[src/rtl/gf180mcu_osu_sc_12t_gate_bist.sv]
// Built-in self test for a 2-input standard cell: sweeps the four {A,B}
// patterns LOOPS times and counts output mismatches against TRUTH.
module gf180mcu_osu_sc_12t_gate_bist #(
   parameter logic [3:0]  TRUTH  = 4'b1000,
   parameter int unsigned SETTLE = 2,
   parameter int unsigned LOOPS  = 1
) (
   input  logic       CLK,
   input  logic       RST,
   input  logic       START,
   input  logic       ABORT,
   input  logic       Y,
   output logic       A,
   output logic       B,
   output logic       BUSY,
   output logic       DONE,
   output logic       PASS,
   output logic [7:0] ERRCNT,
   output logic [3:0] FAILVEC
);

   typedef enum logic [1:0] {S_IDLE, S_SETTLE, S_SAMPLE, S_FINISH} state_e;

   localparam logic [3:0] SETTLE_LOAD = 4'(SETTLE);
   localparam logic [5:0] LAST_LOOP   = 6'(LOOPS - 1);

   state_e     state_q;
   logic [1:0] idx_q;
   logic [5:0] loop_q;
   logic [3:0] cnt_q;
   logic       a_q, b_q, busy_q, done_q, pass_q;
   logic [7:0] err_q;
   logic [3:0] fail_q;

   logic       miss;
   logic [1:0] idx_d;
   logic [7:0] err_d;
   logic [3:0] fail_d;

   // Result of comparing the current pattern; only committed in SAMPLE.
   always_comb begin
      // NOTE: every always_comb output gets a default first so no path infers a latch.
      miss   = (Y != TRUTH[idx_q]);
      idx_d  = idx_q + 2'd1;
      err_d  = err_q;
      fail_d = fail_q;
      if (miss) begin
         if (err_q != 8'hFF) err_d = err_q + 8'd1;
         fail_d[idx_q] = 1'b1;
      end
   end

   // NOTE: state uses non-blocking assignments so every register sees pre-edge values.
   always_ff @(posedge CLK) begin
      if (RST) begin
         state_q <= S_IDLE;
         idx_q   <= 2'd0;
         loop_q  <= 6'd0;
         cnt_q   <= 4'd0;
         a_q     <= 1'b0;
         b_q     <= 1'b0;
         busy_q  <= 1'b0;
         done_q  <= 1'b0;
         pass_q  <= 1'b0;
         err_q   <= 8'd0;
         fail_q  <= 4'd0;
      end else if (ABORT && (state_q == S_SETTLE || state_q == S_SAMPLE)) begin
         // Cancel keeps the partial counts but drops this cycle's compare.
         state_q <= S_IDLE;
         idx_q   <= 2'd0;
         loop_q  <= 6'd0;
         {a_q, b_q} <= 2'b00;
         busy_q  <= 1'b0;
         done_q  <= 1'b0;
         pass_q  <= 1'b0;
      end else begin
         done_q <= 1'b0;
         case (state_q)
            S_IDLE: begin
               if (START && !ABORT) begin
                  state_q    <= S_SETTLE;
                  idx_q      <= 2'd0;
                  loop_q     <= 6'd0;
                  cnt_q      <= SETTLE_LOAD;
                  {a_q, b_q} <= 2'b00;
                  busy_q     <= 1'b1;
                  pass_q     <= 1'b0;
                  err_q      <= 8'd0;
                  fail_q     <= 4'd0;
               end
            end
            S_SETTLE: begin
               if (cnt_q == 4'd1) state_q <= S_SAMPLE;
               else               cnt_q   <= cnt_q - 4'd1;
            end
            S_SAMPLE: begin
               err_q  <= err_d;
               fail_q <= fail_d;
               if (idx_q != 2'd3) begin
                  idx_q      <= idx_d;
                  {a_q, b_q} <= idx_d;
                  cnt_q      <= SETTLE_LOAD;
                  state_q    <= S_SETTLE;
               end else if (loop_q != LAST_LOOP) begin
                  idx_q      <= 2'd0;
                  loop_q     <= loop_q + 6'd1;
                  {a_q, b_q} <= 2'b00;
                  cnt_q      <= SETTLE_LOAD;
                  state_q    <= S_SETTLE;
               end else begin
                  state_q    <= S_FINISH;
                  {a_q, b_q} <= 2'b00;
                  busy_q     <= 1'b0;
                  done_q     <= 1'b1;
                  pass_q     <= (err_d == 8'd0);
               end
            end
            S_FINISH: begin
               state_q <= S_IDLE;
               idx_q   <= 2'd0;
               loop_q  <= 6'd0;
            end
            default: state_q <= S_IDLE;
         endcase
      end
   end

   assign A       = a_q;
   assign B       = b_q;
   assign BUSY    = busy_q;
   assign DONE    = done_q;
   assign PASS    = pass_q;
   assign ERRCNT  = err_q;
   assign FAILVEC = fail_q;

endmodule

[config.mk]
export PLATFORM = sky130hd
export DESIGN_NAME = gf180mcu_osu_sc_12t_gate_bist
export DESIGN_NICKNAME = d
export VERILOG_FILES = /design/src/rtl/gf180mcu_osu_sc_12t_gate_bist.sv
export SDC_FILE = /design/constraint.sdc
export NUM_CORES = 1
export LEC_CHECK = 0
export ABC_AREA = 1
export BUFFER_PORTS_ARGS = -buffer_cell sky130_fd_sc_hd__buf_2
export CAP_MARGIN = 15
export CORE_MARGIN = 2
export CORE_UTILIZATION = 36
export DETAILED_ROUTE_END_ITERATION = 12
export GPL_TIMING_DRIVEN = 0
export PLACE_DENSITY = 0.56
export SYNTH_ARGS = -nofsm -noshare
export SYNTH_HDL_FRONTEND = slang
export SYNTH_SLANG_ARGS = --single-unit
[constraint.sdc]
create_clock -name CLK -period 1.5 [get_ports CLK]
set_input_delay 0.15 -clock CLK [delete_from_list [all_inputs] [get_ports CLK]]
set_output_delay 0.15 -clock CLK [all_outputs]
set_load 0.1 [all_outputs]
Word-level counts from Yosys, hierarchy flattened
Index checks and enable logic that the tools add are counted.
{"block": "totals", "regBits": 31, "inputBits": 5, "out_inout_bits": 17, "elab_cells": 98}
{"block": "classes", "addsub": 4, "magnitude_cmp": 2, "eq_ne": 15, "mux": 42, "bitwise_logic": 3, "n_reduce_logical": 21}
{"op": "$mux 4", "n": 6}
{"op": "$mux 8", "n": 3}
{"op": "$mux 6", "n": 3}
{"op": "$pmux 6 s3", "n": 1}
{"op": "$pmux 8 s2", "n": 1}
{"op": "$mux 2", "n": 7}
{"op": "$ne 2x2->1 const B", "n": 6}
{"op": "$pmux 4 s3", "n": 1}
{"op": "$reduce_and 4->1", "n": 3}
{"op": "$mux 1", "n": 11}
{"op": "$add 8x1->8 const B", "n": 1}
{"op": "$logic_not 8->1", "n": 1}
{"op": "$ne 8x8->1 const B", "n": 1}
{"op": "$pmux 1 s2", "n": 4}
{"op": "$pmux 2 s4", "n": 1}
{"op": "$pmux 4 s2", "n": 1}
{"op": "$add 6x1->6 const B", "n": 1}
{"op": "$pmux 2 s3", "n": 1}
{"op": "$reduce_and 3->1", "n": 2}
{"op": "$reduce_bool 3->1", "n": 2}
{"op": "$reduce_bool 6->1", "n": 1}
{"op": "$reduce_and 5->1", "n": 1}
{"op": "$eq 2x2->1 const B", "n": 2}
{"op": "$eq 4x1->1 const B", "n": 1}
{"op": "other kinds (20)", "n": 25}

Depth between registers and ports, before layout
Gate-level depths: netlist of the first run.
{"block": "logic_depth", "depth_word": 8, "ltp_mapped": 13}

Worst setup path after synthesis of the first run
Ideal clock, no wire load.
{"block": "synth_path", "path_kind": "register to register", "start": "register err_q[0] (netlist: ERRCNT[0])", "end": "register pass_q (netlist: PASS)", "setup_time_ns": 0.067, "t_arrival_ns": 2.166, "t_required_ns": 1.433, "slack_ns": -0.733, "stages_incl_launch_ff": 12, "synth_period_minus_slack_ns": 2.233, "cell_sequence": "dfxtp_1 ha_1 nand2_2 nor2_1 nand3_1 nand2_1 nand2_1 inv_1 nand2_1 nor2_1 nand3_1 a21oi_2"}
{"block": "synth_between", "elab_chain_len": 7, "word_cells_on_any_way": 8, "cone_classes": "add/sub (1); eq/ne (1); mux (5); reduce/logical (1)"}
{"element": "start, declared", "line": "32", "text": "logic [7:0] err_q;"}
{"element": "start signal, assigned", "line": "97", "text": "err_q <= err_d;"}
{"element": "$add 8x1->8 or $ne 8x8->1 (tied branches)", "line": "48", "text": "if (err_q != 8'hFF) err_d = err_q + 8'd1;"}
{"element": "$mux 8", "line": "48"}
{"element": "$mux 8 *", "line": "47", "text": "if (miss) begin"}
{"element": "$logic_not 8->1 *", "line": "115", "text": "pass_q <= (err_d == 8'd0);"}
{"element": "$mux 1 *", "line": "104", "text": "end else if (loop_q != LAST_LOOP) begin"}
{"element": "$mux 1 *", "line": "99", "text": "if (idx_q != 2'd3) begin"}
{"element": "$pmux 1 s2 *", "line": "78", "text": "case (state_q)"}
{"element": "end signal, assigned", "line": "115"}
{"element": "end, declared", "line": "31", "text": "logic a_q, b_q, busy_q, done_q, pass_q;"}
Every way passes the cells marked *; elsewhere a longest branch is shown, timed or not. The select of a mux whose other input is x is not followed.
A chain may end at the register's enable or synchronous reset.

Worst setup path after layout of the first run
{"block": "layout_path", "start": "register state_q[1]", "end": "register cnt_q[3]"}
{"block": "layout_between", "elab_chain_len": 5, "word_cells_on_any_way": 12, "cone_classes": "eq/ne (5); mux (1); bitwise (1); reduce/logical (5)"}
{"element": "start, declared", "line": "27", "text": "state_e state_q;"}
{"element": "start signal, assigned", "line": "56", "text": "state_q <= S_IDLE;"}
{"element": "start signal, assigned", "line": "69", "text": "state_q <= S_IDLE;"}
{"element": "start signal, assigned", "line": "81", "text": "state_q <= S_SETTLE;"}
{"element": "$eq 2x1->1 or $eq 2x2->1 (tied branches)", "line": "67, 78"}
{"element": "$logic_or 1x1->1", "line": "67", "text": "end else if (ABORT && (state_q == S_SETTLE || state_q == S_SAMPLE)) begin"}
{"element": "$logic_and 1x1->1", "line": "67"}
{"element": "$not 1->1 (no source line)"}
{"element": "$reduce_and 5->1 (no source line)"}
{"element": "end signal, assigned", "line": "94", "text": "else cnt_q <= cnt_q - 4'd1;"}
{"element": "end, declared", "line": "30", "text": "logic [3:0] cnt_q;"}
Several ways; a longest one is shown, not always the timed one.

==> results of run 1 <==
## timing repair
action | in CTS | in global routing
resized for setup | 37 | 41
endpoints found under the hold margin | 0 | 0
pin swaps | 19 | 23
setup buffers | 22 | 8
endpoints found under the setup margin | 26 | 22
## metrics by stage
step | instance area, um^2 | instances | worst slack (ns)
floorplan | 1980 | 272 | -0.0265
global placement | 2170 | 363 | -0.282
detailed placement | 2170 | 363 | -0.310
CTS | 2590 | 392 | -0.0482
global route | 2800 | 400 | -0.112
finish | 2800 | 400 | -0.0236
## worst max-delay path, delay by kind of cell (launching register included)
family | cells | cell delay [ns]
and+or+nand+nor | 6 | 0.62
xor gates and xnor gates | 1 | 0.15
adders and majority gates | 1 | 0.23
buffers and inverters | 1 | 0.04
DFF | 1 | 0.38
## metal layers
layer | vias to the layer above | track usage [%] | routed length [um]
li1 | 980 | - | -
met1 | 826 | 19.9 | 2150
met2 | 25 | 27.8 | 2330
met3 | 9 | 3.55 | 140
met4 | 0 | 5.64 | 78
met5 | - | 0 | 0
## layout make-up
type	count	area (um^2)
fillers	494	2270
multi-input cells	193	1370
flip-flops and latches	31	666
repair buffers	51	374
inverters	46	190
well taps	70	87.6
clock buffers	7	76.3
clock inverters	1	30.0
plain buffers	1	3.75
## sequential cells by signal, summed over array words and instances (netlist names)
| register | count |
|---|---|
| DONE | 1 |
| PASS | 1 |
| cnt_q | 4 |
| loop_q | 6 |
| ERRCNT | 8 |
| A | 1 |
| FAILVEC | 4 |
| B | 1 |
| idx_q | 2 |
| state_q | 2 |
| BUSY | 1 |
## kinds of logic (layout without fill, tap and decap cells)
family	count (synthesis)	count (layout)
flip-flops	31	31
adder cells (fa/ha/maj)	14	14
XOR/XNOR	4	4
buffers and inverters	48	106
AO/OA/AOI/OAI	41	41
AND/OR/NAND/NOR	134	134
## cells in the final DEF, fill, tap and decap left out, drive strengths merged
cell type,synthesis,routed
nand4,3,3
xnor2,1,1
ha,14,14
a211oi,2,2
bufinv,0,1
o21ai,9,9
a21oi,29,29
clkbuf,1,8
nand3,21,21
nand3b,1,1
dfxtp,31,31
inv,46,46
nor2,27,27
nand2,78,78
nor3,4,4
xor2,3,3
o311a,1,1
buf,1,51
## power breakdown
part / switching [W] / internal, W / total (W) / leakage (nW)
clock network: 0.000326 / 0.000497 / 0.000823 / 0.0524
registers: 0.000113 / 0.000988 / 0.00110 / 0.261
logic: 0.00167 / 0.00105 / 0.00272 / 0.920
## how the worst min path moves through the flow
stage / endpoint / slack (ns) / cells past startpoint / startpoint
global placement: FAILVEC[2] / 0.43 / 2 / FAILVEC[2]
floorplan: cnt_q[1] / 0.34 / 3 / RST
finish: cnt_q[1] / 0.23 / 4 / RST
detailed placement: FAILVEC[1] / 0.44 / 2 / FAILVEC[1]
global route: cnt_q[1] / 0.25 / 4 / RST
CTS: cnt_q[3] / 0.25 / 4 / RST
==> qor.yml, run 1 <==
outcome: "finished with violations"
violations: "negative setup slack"
synth-edff-count: 0
synthAdderAreaFrac_pct: 9.31
grt_max_degree: 11
synthCells: 272
drive_gt1_share_pct: 44.5
ir_worst_vdd_mv: 0.840
antenna_cells: 0
routabilityCongestion: 0.824
r2r_cells: 9
wl_per_cell_um: 11.7
portBuffers: 21
synth-compound-area-share_pct: 13.2
synth_cell_types: 29
critical_path.startpoint: "state_q[1]"
drt_iter0_drc: 36
p_total_w: 0.00464
drtAntennaViolNets: 0
finalHoldViolations: 0
setup_tns_ns: -0.0400
r2r_end: "cnt_q[3]"
dr_total_vias: 1840
post-dp-hpwl_um: 2980
die_w_um: 76.3
syn_area_per_cell_um2: 6.91
antenna_found_initial: 0
final_util_pct: 55.2
worst-setup-path-type: "flop to flop"
wl_um: 4690
hold_path.class: "input pin to flop"
initial_core_util_pct: 37.1
core_area_um2: 5070
first_pass_iters: 4
path_max_fanout: 4
critical_path.cell_chain: "inv_4 > ha_4 > nand2_2 > nand2_4 > nor2_4 > nand3_4 > nor2_2 > xor2_1 > nor2_1"
syn-cell-area_um2: 1880
max_freq_mhz: 656
pin_count: 22
first_global_vias: 1729
netlist.area_leader.share_pct: 33.0
synth-simple-area-share_pct: 32.8
synth_warnings: 0
synth_mux_area_share_pct: 0
track_usage_pct: 16.1
yosysMostFrequentCell: "nand2_1"
h-tree-depth: 2
maxSlewHeadroom_pct: 62.8
synth.area.top_cells: "dfxtp_1 33%, nand2_1 14%, ha_1 9.3%, inv_1 8.4%, a21oi_1 6.7%"
fin_crit_sh_pct: 102
path_clk_slew_ns: 0.06
area_growth_pct: 48.9
worst_path_largest_cell_delay_ns: 0.38
critPathCaptureType: "flop"
nets: 348
drc: 0
cts_sinks: 31
layout_setup_ws_ns: -0.0236
crit_path_top_delay_cell: "dfxtp_4"
cts_hold_buf: 0
p_leak_nw: 1.23
maxSlewViolCount: 0
synth_top_family_by_area: "simple AND/OR/NAND/NOR gates"
async_flop_share_pct: 0
clockBufferDepth: 2
fp.dieH_um: 76.3
ys_top_cells_by_count: "70 x nand2_1, 42 x inv_1, 31 x dfxtp_1"
cts_buffers: 5
grt_pass1_wl_um: 7690
layout_min_cycle_time_ns: 1.52
synth_fp_nets: 291
setup_viol: 3
holdWs_ns: 0.231
power_density_nw_per_um2: 1660
required_ns: 1.67
cts_tree: "yes"
synth-main-ff-cell: "dfxtp_1"
critPathArrivalTime_ns: 1.69
rsz0062_at_grt: "true"
r2r-start: "state_q[1]"
maxCapViolations: 0
die_area_um2: 5820
ys_seq_area_share_pct: 33.0
clk_latency_ns: 0.29
rrSetupSlack_ns: -0.02
yosys_register_bits: 31
max_slew.worst_pin.slew_ns: 0.557
critical_path.startpoint_type: "flop"
skew_ns: 0.0132
cts.root.buffer_cell: "clkbuf_8"
fp-row-count: 26
viasPerCell: 4.60
synth.largest_area_cell: "dfxtp_1"
gr-total-overflow: 0
synth-xor-area-share_pct: 1.86
crit_path_end: "cnt_q[3]"
No activity file was read; power rests on OpenSTA's default activity.
==> inputs of run 2 (changes only) <==
--- a/config.mk
+++ b/config.mk
@@ -13,6 +13,7 @@
 export DETAILED_ROUTE_END_ITERATION = 12
 export GPL_TIMING_DRIVEN = 0
 export PLACE_DENSITY = 0.56
+export RECOVER_POWER = 25
 export SYNTH_ARGS = -nofsm -noshare
 export SYNTH_HDL_FRONTEND = slang
 export SYNTH_SLANG_ARGS = --single-unit
==> qor.yml, run 2 (synthesized netlist as in run 1, its figures left out) <==
outcome: "finished with violations"
violations: "negative setup slack"
grt_max_degree: 11  # unchanged
drtAntennaViolNets: 0  # unchanged
max_freq_mhz: 656  # unchanged
rsz0062_at_grt: "true"
stdcell_area_um2: 2800  # unchanged
switching_power_w: 0.00211  # +0.11%
wl_um: 4700  # +0.21%
dp_slack_ns: -0.310  # unchanged
viasPerCell: 4.61  # +0.11%
grt_pass1_wl_um: 7690  # unchanged
drt_iter0_drc: 42  # +17%
dpl_cell_area_um2: 2170  # unchanged
cts.root.buffer_cell: "clkbuf_8"
maxCapViolations: 0  # unchanged
finalHoldViolations: 0  # unchanged
min_path_cells: 4  # unchanged
die_area_um2: 5820  # unchanged
whs_endpoint: "cnt_q[1]"
critical_path.startpoint: "state_q[1]"
portBuffers: 21  # unchanged
max_slew.worst_pin.slew_ns: 0.559  # +0.00150 ns
crit_path_top_delay_cell: "dfxtp_4"
worst_path_largest_cell_delay_ns: 0.38  # about the same
r2r-start: "state_q[1]"
path_max_fanout: 4  # unchanged
ir_worst_vdd_mv: 0.839  # about the same
p_sw_share_pct: 45.5  # about the same
h-tree-depth: 2  # unchanged
cp_top_family: "simple AND/OR/NAND/NOR gates"
clkPwrFrac_pct: 17.7  # about the same
first_pass_iters: 4  # unchanged
layout_min_cycle_time_ns: 1.52  # unchanged
cts_sinks: 31  # unchanged
final_common_cell: "nand2_1"
die_w_um: 76.3  # unchanged
gr-total-overflow: 0  # unchanged
required_ns: 1.67  # about the same
setup_viol: 3  # unchanged
maxSlewViolCount: 0  # unchanged
routabilityCongestion: 0.824  # unchanged
layout_setup_ws_ns: -0.0236  # unchanged
fp-row-count: 26  # unchanged
drc: 0  # unchanged
fp.dieH_um: 76.3  # unchanged
clockBufferDepth: 2  # unchanged
track_usage_pct: 16.1  # unchanged
critPathCaptureType: "flop"
rrSetupSlack_ns: -0.02  # about the same
nets: 348  # unchanged
cp_num_buf_inv: 1  # unchanged
min-delay-start: "RST"
drive_gt1_share_pct: 44.5  # unchanged
cts_tree: "yes"
worst-setup-path-type: "flop to flop"
critPathArrivalTime_ns: 1.69  # about the same
first_global_vias: 1729  # unchanged
final_cell_mix: "56 x nand2_1, 34 x inv_1, 23 x buf_4"
core_area_um2: 5070  # unchanged
p_total_w: 0.00465  # about the same
skew_ns: 0.0132  # -0.00000250 ns
seqPwrFrac_pct: 23.7  # about the same
area_growth_pct: 48.9  # unchanged
critical_path.startpoint_type: "flop"
wl_per_cell_um: 11.8  # +0.21%
maxSlewHeadroom_pct: 62.7  # -0.10 points
initial_core_util_pct: 37.1  # unchanged
post-dp-hpwl_um: 2980  # unchanged
r2r_end: "cnt_q[3]"
fin_crit_sh_pct: 102  # unchanged
antenna_cells: 0  # unchanged
p_leak_nw: 1.23  # -0.45%
setup_tns_ns: -0.0386  # +0.00137 ns
critical_path.cell_chain: "inv_4 > ha_4 > nand2_2 > nand2_4 > nor2_4 > nand3_4 > nor2_2 > xor2_1 > nor2_1"
clk_latency_ns: 0.29  # about the same
antenna_found_initial: 0  # unchanged
dr_total_vias: 1842  # +0.11%
hold_path.class: "input pin to flop"
power_density_nw_per_um2: 1660  # about the same
pin_count: 22  # unchanged
path_clk_slew_ns: 0.06  # about the same
largest_register_ff_count: 8  # unchanged
r2r_cells: 9  # unchanged
cts_buffers: 5  # unchanged
p_int_w: 0.00253  # about the same
pwr-share-comb_pct: 58.5  # about the same
-- run 2: changes by cell type in the layout (fill, tap and decap cells not counted) --
| cell | delta |
|---|---|
| clkbuf_2 | +7 |
| buf_2 | -7 |
-- run 2: power groups by stage --
| stage | combinational, W | clock (W) | sequential (W) |
|---|---|---|---|
| 2_1_floorplan | 0.00113 | 0 | 0.00142 |
| 3_3_place_gp | 0.00177 | 0 | 0.00111 |
| 3_5_place_dp | 0.00177 | 0 | 0.00111 |
| 4_1_cts | 0.00243 | 0.000847 | 0.00109 |
| 5_1_grt | 0.00294 | 0.000891 | 0.00112 |
| 6_report | 0.00272 | 0.000824 | 0.00110 |
-- run 2: per-stage QoR --
step,utilization (%),instances,hold slack [ns]
floorplan,-,272,0.339
global placement,42.8,363,0.434
detailed placement,42.8,363,0.440
CTS,51.0,392,0.255
global route,55.2,400,0.246
finish,55.2,400,0.231
-- run 2: how the worst max path moves through the flow --
stage / cells past startpoint / slack, ns / to
floorplan: 11 / -0.03 / PASS
global placement: 9 / -0.28 / ERRCNT[6]
detailed placement: 9 / -0.31 / ERRCNT[6]
CTS: 12 / -0.05 / loop_q[5]
global route: 12 / -0.11 / loop_q[5]
finish: 9 / -0.02 / cnt_q[3]
-- run 2: timing repair --
action	CTS	global route
pin swaps	19	23
hold buffers	0	0
resized for setup	37	41
buffers inserted	22	8
hold endpoints to repair	0	0
endpoints found under the setup margin	26	22
-- run 2: worst register-to-register path, delay by kind of cell, from the launching register on --
kind	cells	cell delay [ns]
XOR/XNOR	1	0.15
adder cells (fa/ha/maj)	1	0.23
AND/OR/NAND/NOR	6	0.62
flip-flops	1	0.38
buffers and inverters	1	0.04
-- run 2: area by class of cell --
type	instances	area, um^2
Inverter	46	190
Tap cell	70	87.6
Multi-Input combinational cell	193	1370
Fill cell	494	2270
Clock inverter	1	30.0
Buffer	1	3.75
Sequential cell	31	666
Clock buffer	7	76.3
Timing Repair Buffer	51	374
-- run 2: per-layer routing --
metal / share of wire (%) / track usage (%) / up-vias / routed length (um)
met3: 3.0 / 3.55 / 9 / 143
li1: - / - / 983 / -
met1: 46 / 19.9 / 823 / 2140
met5: 0 / 0 / - / 0
met4: 1.7 / 5.64 / 0 / 78
met2: 50 / 27.8 / 27 / 2340
==> inputs of run 3 (changes only) <==
--- a/config.mk
+++ b/config.mk
@@ -9,10 +9,10 @@
 export BUFFER_PORTS_ARGS = -buffer_cell sky130_fd_sc_hd__buf_2
 export CAP_MARGIN = 15
 export CORE_MARGIN = 2
-export CORE_UTILIZATION = 36
+export CORE_UTILIZATION = 45
 export DETAILED_ROUTE_END_ITERATION = 12
 export GPL_TIMING_DRIVEN = 0
-export PLACE_DENSITY = 0.56
+export PLACE_DENSITY = 0.67
 export RECOVER_POWER = 25
 export SYNTH_ARGS = -nofsm -noshare
 export SYNTH_HDL_FRONTEND = slang
==> qor.yml, run 3 (synthesized netlist as in run 1, its figures left out) <==
rrSetupSlack_ns: -0.06  # -0.04 ns
finalHoldViolations: 0  # unchanged
dpl_cell_area_um2: 2140  # -1.2%
maxCapViolations: 0  # unchanged
p_leak_nw: 1.18  # -3.7%
drc: 0  # unchanged
skew_ns: 0.00553  # -0.00765 ns
critical_path.cell_chain: "buf_6 > ha_4 > nand4_4 > buf_4 > nand2_4 > o21ai_4 > buf_4 > nor3_1"
antenna_cells: 0  # unchanged
r2r_end: "loop_q[3]"
maxSlewViolCount: 0  # unchanged
required_ns: 1.72  # +0.05 ns
cts_buffers: 5  # unchanged
drtAntennaViolNets: 0  # unchanged
cts.root.buffer_cell: "clkbuf_8"
layout_setup_ws_ns: -0.0590  # -0.0354 ns
placed_cells: 343  # -5.5%
cts_tree: "yes"
wl_um: 4710  # +0.11%
gr-total-overflow: 0  # unchanged
setup_viol: 6  # +3
final_common_cell: "nand2_1"
first_pass_iters: 4  # unchanged
p_total_w: 0.00449  # -3.3%
die_w_um: 68.6  # -10%
dr_total_vias: 1904  # +3.4%
critPathCaptureType: "flop"
drt_iter0_drc: 92  # +120%
p_sw_share_pct: 47.4  # +1.9 points
clkPwrFrac_pct: 15.6  # -2.1 points
routabilityCongestion: 0.825  # +0.13%
rsz0062_at_grt: "true"
worst_path_largest_cell_delay_ns: 0.37  # about the same
crit_path_end: "loop_q[3]"
final_cell_mix: "56 x nand2_1, 35 x inv_1, 21 x buf_4"
track_usage_pct: 21.3  # +5.2 points
drive_gt1_share_pct: 42.8  # -1.7 points
outcome: "finished with violations"
area_growth_pct: 43.7
pin_count: 22  # unchanged
p_int_w: 0.00237  # -6.6%
layout_min_cycle_time_ns: 1.56  # +0.0354 ns
path_clk_slew_ns: 0.07  # about the same
critPathArrivalTime_ns: 1.78  # +0.09 ns
cts_sinks: 31  # unchanged
first_global_vias: 1670  # -3.4%
seqPwrFrac_pct: 24.6  # +0.9 points
stdcell_count: 377  # -5.8%
viasPerCell: 5.05  # +9.7%
critical_path.startpoint: "state_q[1]"
worst-setup-path-type: "flop to flop"
critical_path.startpoint_type: "flop"
maxSlewHeadroom_pct: 62.7  # about the same
clk_latency_ns: 0.29  # about the same
portBuffers: 21  # unchanged
crit_path_top_delay_cell: "dfxtp_4"
core_area_um2: 4000  # -21%
r2r-start: "state_q[1]"
wl_per_cell_um: 12.5  # +6.2%
max_slew.worst_pin.slew_ns: 0.559  # +0.000233 ns
grt_max_degree: 11  # unchanged
power_density_nw_per_um2: 1660  # +0.22%
h-tree-depth: 2  # unchanged
fp-row-count: 23  # -12%
cp_common_cell: "buf_4"
die_area_um2: 4710  # -19%
post-dp-hpwl_um: 2930  # -1.4%
largest_register_ff_count: 8  # unchanged
initial_core_util_pct: 47.0  # +10 points
ir_worst_vdd_mv: 1.23  # +46%
hold_path.class: "input pin to flop"
pwr-share-comb_pct: 59.8  # +1.3 points
antenna_found_initial: 0  # unchanged
max_freq_mhz: 641  # -2.3%
clockBufferDepth: 2  # unchanged
switching_power_w: 0.00213  # +0.68%
grt_pass1_wl_um: 7340  # -4.6%
nets: 345  # -0.86%
stdcell_area_um2: 2700  # -3.5%
path_max_fanout: 7  # +3
r2r_cells: 8  # -1
violations: "negative setup slack"
fin_crit_sh_pct: 104  # +2.4 points
fp.dieH_um: 68.6  # -10%
## run 3: layer usage
metal	wire length [um]	track usage, %
met1	2060	25.5
met2	2380	35.5
met3	149	4.22
met4	123	12.0
met5	0	0
## run 3: power groups by stage
stage	Sequential (W)	Clock, W	Combinational (W)
final	0.00111	0.000699	0.00269
after global routing	0.00113	0.000742	0.00290
after CTS	0.00109	0.000714	0.00224
after detailed placement	0.00111	0	0.00176
after global placement	0.00110	0	0.00174
after floorplan	0.00142	0	0.00113
## run 3: critical path, delay by kind of cell (launching register included)
family / cells / cell delay, ns
simple gates: 3 / 0.41
compound gates: 1 / 0.10
fa+ha+maj: 1 / 0.18
flops: 1 / 0.37
buf+inv: 3 / 0.42
## run 3: layout make-up
type                            instances  area [um^2]
Buffer                                  1         3.75
Clock buffer                            7         86.3
Clock inverter                          1         5.00
Fill cell                             315         1300
Inverter                               46          188
Multi-Input combinational cell        194         1370
Sequential cell                        31          666
Tap cell                               50         62.6
Timing Repair Buffer                   47          319
## run 3: worst min path at each step
stage                     from         end  slack [ns]  cells after the start
floorplan                  RST    cnt_q[1]        0.34                      3
global placement    FAILVEC[2]  FAILVEC[2]        0.43                      2
detailed placement  FAILVEC[1]  FAILVEC[1]        0.44                      2
CTS                        RST    cnt_q[1]        0.23                      4
global route               RST    cnt_q[1]        0.24                      4
finish                     RST    cnt_q[1]        0.22                      4
## run 3: timing repair
item	CTS	global route
cloned	1	0
gates resized for setup	34	39
endpoints found under the hold margin	0	0
pin swaps	18	24
endpoints found under the setup margin	24	26
hold buffers	0	0
buffers inserted	18	9
## run 3: through the flow
| stage | hold slack (ns) | util (%) | setup TNS (ns) | worst slack, ns |
|---|---|---|---|---|
| finish | 0.218 | 67.6 | -0.157 | -0.0590 |
| global route | 0.245 | 67.6 | -1.27 | -0.148 |
| CTS | 0.232 | 62.3 | -0.0428 | -0.0229 |
| detailed placement | 0.439 | 53.6 | -3.51 | -0.233 |
| global placement | 0.434 | 53.6 | -3.46 | -0.240 |
| floorplan | 0.339 | - | -0.0265 | -0.0265 |
